### config.mk
export PLATFORM = sky130hd
export DESIGN_NAME = nport_mem_arbiter
export DESIGN_NICKNAME = d
export VERILOG_FILES = /design/src/rtl/nport_mem_arbiter_pkg.sv /design/src/rtl/nport_mem_arbiter_sel.sv /design/src/rtl/nport_mem_arbiter.sv
export SDC_FILE = /design/constraint.sdc
export NUM_CORES = 1
export LEC_CHECK = 0
export CAP_MARGIN = 20
export CORE_AREA = 2 2 273 275
export CTS_CLUSTER_SIZE = 10
export DETAILED_ROUTE_END_ITERATION = 10
export DIE_AREA = 0 0 275 277
export GPL_TIMING_DRIVEN = 0
export PLACE_DENSITY = 0.46
export SYNTH_ARGS = -nofsm -noshare
export SYNTH_HDL_FRONTEND = slang
export SYNTH_HIERARCHICAL = 1
export SYNTH_SLANG_ARGS = --single-unit
### constraint.sdc
create_clock -name clk -period 2.5 [get_ports clk]
set_input_delay 0.5 -clock clk [delete_from_list [all_inputs] [get_ports clk]]
set_output_delay 0.5 -clock clk [all_outputs]
set_load 0.005 [all_outputs]
### src/rtl/nport_mem_arbiter_pkg.sv
// Shared arbiter types: transaction FSM states and grant-mode constants.
package lc3b_types;

  typedef enum logic [1:0] {
    IDLE,
    ACCESS,
    DONE
  } arb_state_e;

  localparam logic ARB_FIXED = 1'b0;
  localparam logic ARB_RR    = 1'b1;

endpackage

### src/rtl/nport_mem_arbiter_sel.sv
// Grant selection: round-robin search starting after the last granted port,
// or fixed priority with port 0 highest.
module rr_priority_select
  import lc3b_types::*;
#(
  parameter int unsigned NUM_PORTS = 2,
  parameter int unsigned IDX_W     = $clog2(NUM_PORTS)
) (
  input  logic [NUM_PORTS-1:0] i_req,
  input  logic [IDX_W-1:0]     i_last,
  input  logic                 i_mode,
  output logic [NUM_PORTS-1:0] o_grant,
  output logic [IDX_W-1:0]     o_idx,
  output logic                 o_valid
);

  logic [IDX_W-1:0] w_cand;

  always_comb begin
    o_grant = '0;
    o_idx   = '0;
    o_valid = 1'b0;
    w_cand  = '0;
    for (int unsigned i = 0; i < NUM_PORTS; i++) begin
      // Candidate i-th in search order; first requesting candidate wins.
      if (i_mode == ARB_RR) begin
        w_cand = IDX_W'((32'(i_last) + 32'd1 + i) % NUM_PORTS);
      end else begin
        w_cand = IDX_W'(i);
      end
      if (!o_valid && i_req[w_cand]) begin
        o_valid         = 1'b1;
        o_idx           = w_cand;
        o_grant[w_cand] = 1'b1;
      end
    end
  end

endmodule

### src/rtl/nport_mem_arbiter.sv
// N-port cache line arbiter in front of a single physical memory port.
// One transaction at a time: IDLE (arbitrate/latch) -> ACCESS -> DONE.
module nport_mem_arbiter
  import lc3b_types::*;
#(
  parameter int unsigned NUM_PORTS  = 2,
  parameter int unsigned LINE_WIDTH = 128,
  parameter int unsigned ADDR_WIDTH = 16,
  parameter int unsigned RR_MODE    = 1
) (
  input  logic                             clk,
  input  logic                             reset,
  input  logic [NUM_PORTS-1:0]             cli_read,
  input  logic [NUM_PORTS-1:0]             cli_write,
  input  logic [NUM_PORTS*ADDR_WIDTH-1:0]  cli_address,
  input  logic [NUM_PORTS*LINE_WIDTH-1:0]  cli_wdata,
  output logic [NUM_PORTS-1:0]             cli_resp,
  output logic [LINE_WIDTH-1:0]            cli_rdata,
  output logic                             pmem_read,
  output logic                             pmem_write,
  output logic [ADDR_WIDTH-1:0]            pmem_address,
  output logic [LINE_WIDTH-1:0]            pmem_wdata,
  input  logic                             pmem_resp,
  input  logic [LINE_WIDTH-1:0]            pmem_rdata,
  output logic [$clog2(NUM_PORTS)-1:0]     grant_id,
  output logic                             busy
);

  localparam int unsigned IDX_W    = $clog2(NUM_PORTS);
  localparam logic        ARB_MODE = (RR_MODE != 0) ? ARB_RR : ARB_FIXED;

  arb_state_e             r_state;
  arb_state_e             w_next;
  logic [IDX_W-1:0]       r_idx;
  logic [IDX_W-1:0]       r_last;
  logic [NUM_PORTS-1:0]   r_grant;
  logic                   r_write;
  logic [ADDR_WIDTH-1:0]  r_addr;
  logic [LINE_WIDTH-1:0]  r_wdata;

  logic [NUM_PORTS-1:0]   w_req;
  logic [NUM_PORTS-1:0]   w_grant;
  logic [IDX_W-1:0]       w_idx;
  logic                   w_valid;

  assign w_req = cli_read | cli_write;

  rr_priority_select #(
    .NUM_PORTS (NUM_PORTS),
    .IDX_W     (IDX_W)
  ) u_sel (
    .i_req   (w_req),
    .i_last  (r_last),
    .i_mode  (ARB_MODE),
    .o_grant (w_grant),
    .o_idx   (w_idx),
    .o_valid (w_valid)
  );

  always_ff @(posedge clk) begin
    if (reset) begin
      r_state <= IDLE;
    end else begin
      r_state <= w_next;
    end
  end

  // Transaction is captured once in IDLE so the memory side never sees
  // client-side changes made while the access is in flight.
  always_ff @(posedge clk) begin
    if (reset) begin
      r_idx   <= '0;
      r_last  <= IDX_W'(NUM_PORTS - 1);
      r_grant <= '0;
      r_write <= 1'b0;
      r_addr  <= '0;
      r_wdata <= '0;
    end else if (r_state == IDLE && w_valid) begin
      r_idx   <= w_idx;
      r_last  <= w_idx;
      r_grant <= w_grant;
      r_write <= cli_write[w_idx];
      r_addr  <= cli_address[w_idx*ADDR_WIDTH +: ADDR_WIDTH];
      r_wdata <= cli_wdata[w_idx*LINE_WIDTH +: LINE_WIDTH];
    end
  end

  always_comb begin
    w_next     = r_state;
    busy       = 1'b0;
    grant_id   = '0;
    pmem_read  = 1'b0;
    pmem_write = 1'b0;
    cli_resp   = '0;
    unique case (r_state)
      IDLE: begin
        if (w_valid) w_next = ACCESS;
      end
      ACCESS: begin
        busy       = 1'b1;
        grant_id   = r_idx;
        pmem_read  = ~r_write;
        pmem_write = r_write;
        if (pmem_resp) begin
          w_next = DONE;
          // An access abandoned by reset must not complete to the client.
          if (!reset) cli_resp = r_grant;
        end
      end
      DONE: begin
        busy     = 1'b1;
        grant_id = r_idx;
        w_next   = IDLE;
      end
      default: w_next = IDLE;
    endcase
  end

  assign pmem_address = r_addr;
  assign pmem_wdata   = r_wdata;
  assign cli_rdata    = pmem_rdata;

endmodule

==> impl_metrics.tcl <==
set metrics [dict create \
    die_y_microns 277 \
    critPathCapture "pmem_wdata[84]" \
    cts_made_buffers 17 \
    ys_ff_latch 151 \
    placed_area_sq_mm 0.0152 \
    cts_max_level 4 \
    worstMarginPinSlew_ns 0.911 \
    r2r_setup_slack_ns 0.54 \
    multi_input_area_sq_mm 0.00387 \
    drc 0 \
    fill_cells 8015 \
    synth-xor-area-share_pct 0 \
    synth_fp_nets 1250 \
    core_area_sq_mm 0.0736 \
    syn_inst 823 \
    grt_start_max_net_pins 20 \
    fin_crit_sh_pct 94.9 \
    cts-root-buf "clkbuf_16" \
    syn_to_final_growth_pct 91.9 \
    antenna_found_initial 2 \
    gp_congestion 0.741 \
    min_path_type "flop to flop" \
    crit_buf_inv 4 \
    fmax_mhz 421 \
    io_buffers 571 \
    cp.depth 8 \
    critPathArrivalTime_ns 2.72 \
    min_period_ns 2.37 \
    r2r-start "r_last" \
    min_delay_path_depth 2 \
    clock_latency_ns 0.48 \
    cp_top_family "buffers and inverters" \
    worstSetupPathType "input port to flop" \
    initial_utilization_pct 11.3 \
    rsz0062_at_grt "false" \
    mostFrequentLayoutCells "clkdlybuf4s50_1, dfxtp_1, nor2_1" \
    hold_viol 0 \
    whs_ns 0.459 \
    pwr-share-comb_pct 44.9 \
    cp_common_cell "buf_4" \
    crit_path_top_delay_cell "mux2i_4" \
    ys_seq_area_share_pct 36.5 \
    die_area_sq_mm 0.0762 \
    placementRows 100 \
    p_int_mw 7.44 \
    post_cts_buffers 0 \
    p_sw_share_pct 34.1 \
    cts_tree "built" \
    finalWirelength_mm 39.7 \
    wl_per_cell_microns 16.6 \
    detail-route-antenna-nets 0 \
    end_kind "flop" \
    worstSetupStartpoint "cli_write[0]" \
    crit_fanout 10 \
    synth_compound_area_share_pct 19.7 \
    startpoint_type "input port" \
    postCtsHoldBufs 0 \
    worstRegToRegCells 6 \
    yosys.area_share.adder_pct 0.604 \
    grt_overflow 0 \
    grt_pass1_wl_mm 55.9 \
    r2r_end "pmem_wdata[84]" \
    synth.area.mux_share_pct 17.8 \
    grt_pass1_vias 8689 \
    synthDistinctLibCells 25 \
    crit_path_cell_trace "clkdlybuf4s50_1 -> or2_2 -> inv_1 -> o21a_1 -> buf_4 -> buf_4 -> mux2i_4 -> a211oi_2" \
    clock_path_buffers 2 \
    drt_iter0_drc 212 \
    finalSetupViolations 0 \
    area.sequential_sq_mm 0.00302 \
    tns_ns 0 \
    clock_skew_ns 0.0258 \
    chipWidth_microns 275 \
    maxCapViolations 0 \
    viasPerCell 3.36 \
    clkTransAtPathRegs_ns 0.07 \
    vias 8062 \
    synth_simple_gate_area_share_pct 8.12 \
    io_pins 701 \
    grt_use_total_pct 10.2 \
    slowest_delay_ns 0.45 \
    syn_area_sq_mm 0.00829 \
    setup_ws_ns 0.127 \
    power_mw 11.3 \
    finalMaxSlewViolations 0 \
    status "completed" \
    final_area_sq_mm 0.0159 \
    hpwl_mm 33.4 \
    yosys_warnings 6 \
    relSlewSlack_pct 39.3 \
    syn_avg_cell_area_sq_um 10.1 \
    final_common_cell "clkdlybuf4s50_1" \
    p_seq_share_pct 29.6 \
    synth_top_family_by_area "compound AO/OA/AOI/OAI gates" \
    clock-sinks 151 \
    power_density_mw_per_mm2 710 \
    dr.pass1.iters 5 \
    required_ns 2.85 \
    p_leak_nw 6.00 \
    netSwitchingPower_mw 3.85 \
    clkPwrFrac_pct 25.5 \
    dp_slack_ns -0.850 \
    final_nets 1840 \
    drive_above_1_share_pct 22.5 \
    peakVddDrop_mv 0.337 \
]
-- final cells by class --
type	count	area share, %
clock inverter	11	1.08
tap	969	7.63
antenna	2	0.0315
inverter	5	0.118
multi-input combinational	473	24.3
timing repair buffer	572	36.1
sequential	151	19.0
buffer	193	8.87
clock buffer	20	2.87
-- sequential cells by signal, indices dropped and copies added, names as in the netlist --
name,count
pmem_wdata,128
r_write,1
r_grant,2
pmem_address,16
r_idx,1
r_last,1
r_state,2
-- cells by family after synthesis --
group,after synthesis
compound gates,153
fa+ha+maj,4
buf+inv,199
flops,151
mux,147
other cells,1
simple gates,168
-- stage by stage --
step	instances	utilization (%)
after floorplan	823	-
after global placement	2363	20.7
after detailed placement	2364	20.7
after CTS	2394	21.6
after global routing	2394	21.6
final	2396	21.6
-- power groups by stage --
stage               Combinational [mW]  Clock [mW]  Sequential (mW)
global route                      5.54        3.12             3.42
floorplan                         2.33           0             3.40
CTS                               5.23        3.04             3.36
global placement                  5.16           0             3.37
detailed placement                5.20           0             3.40
finish                            5.07        2.88             3.34
-- routing by layer --
| metal | part of all wire (%) | wire length (microns) | GRT usage [%] | up-vias |
|---|---|---|---|---|
| met5 | 0 | 0 | 0 | - |
| met4 | 1.2 | 459 | 2.95 | 0 |
| met3 | 8.6 | 3400 | 3.76 | 27 |
| met2 | 53 | 21100 | 18.9 | 361 |
| met1 | 37 | 14800 | 10.7 | 3735 |
| li1 | - | - | - | 3939 |
-- cells in the mapped netlist --
cell      count  area [sq um]
dfxtp_1     151          3020
mux2i_1     147          1470
nor2_1      146           548
buf_4       144          1080
a211oi_2    100          1250
a211oi_1     45           338
buf_2        20           100
clkbuf_1     12          45.0
buf_6        11           124
nand2_1       8          30.0
clkbuf_4      6          45.0
a21oi_1       5          25.0
inv_1         5          18.8
ha_1          4          50.1
nand2b_1      4          25.0
and2_1        3          18.8
and3_1        2          12.5
o21a_1        2          15.0
or2_2         2          12.5
a22oi_1       1          7.51
buf_8         1          15.0
conb_1        1          3.75
nor2b_1       1          6.26
nor2b_4       1          13.8
or2_1         1          6.26
-- worst reg2reg max path: cells and delay by family, from the launching register on --
kind,cells,cell delay (ns)
buffers and inverters,2,0.63
muxes,1,0.46
DFF,1,0.34
AOI/OAI and AO/OA,2,0.28
and+or+nand+nor,1,0.13
-- repair_timing --
action | in CTS | in global routing
resized for setup | 7 | 3
cloned | 0 | 0
endpoints found under the setup margin | 7 | 4
-- worst min path at each step --
stage          startpoint    endpoint
2_1_floorplan       r_idx       r_idx
3_3_place_gp        r_idx       r_idx
3_5_place_dp   r_grant[0]  r_grant[0]
4_1_cts        r_grant[0]  r_grant[0]
5_1_grt        r_grant[0]  r_grant[0]
6_report            r_idx       r_idx
No activity file was read; power rests on OpenSTA's default activity.
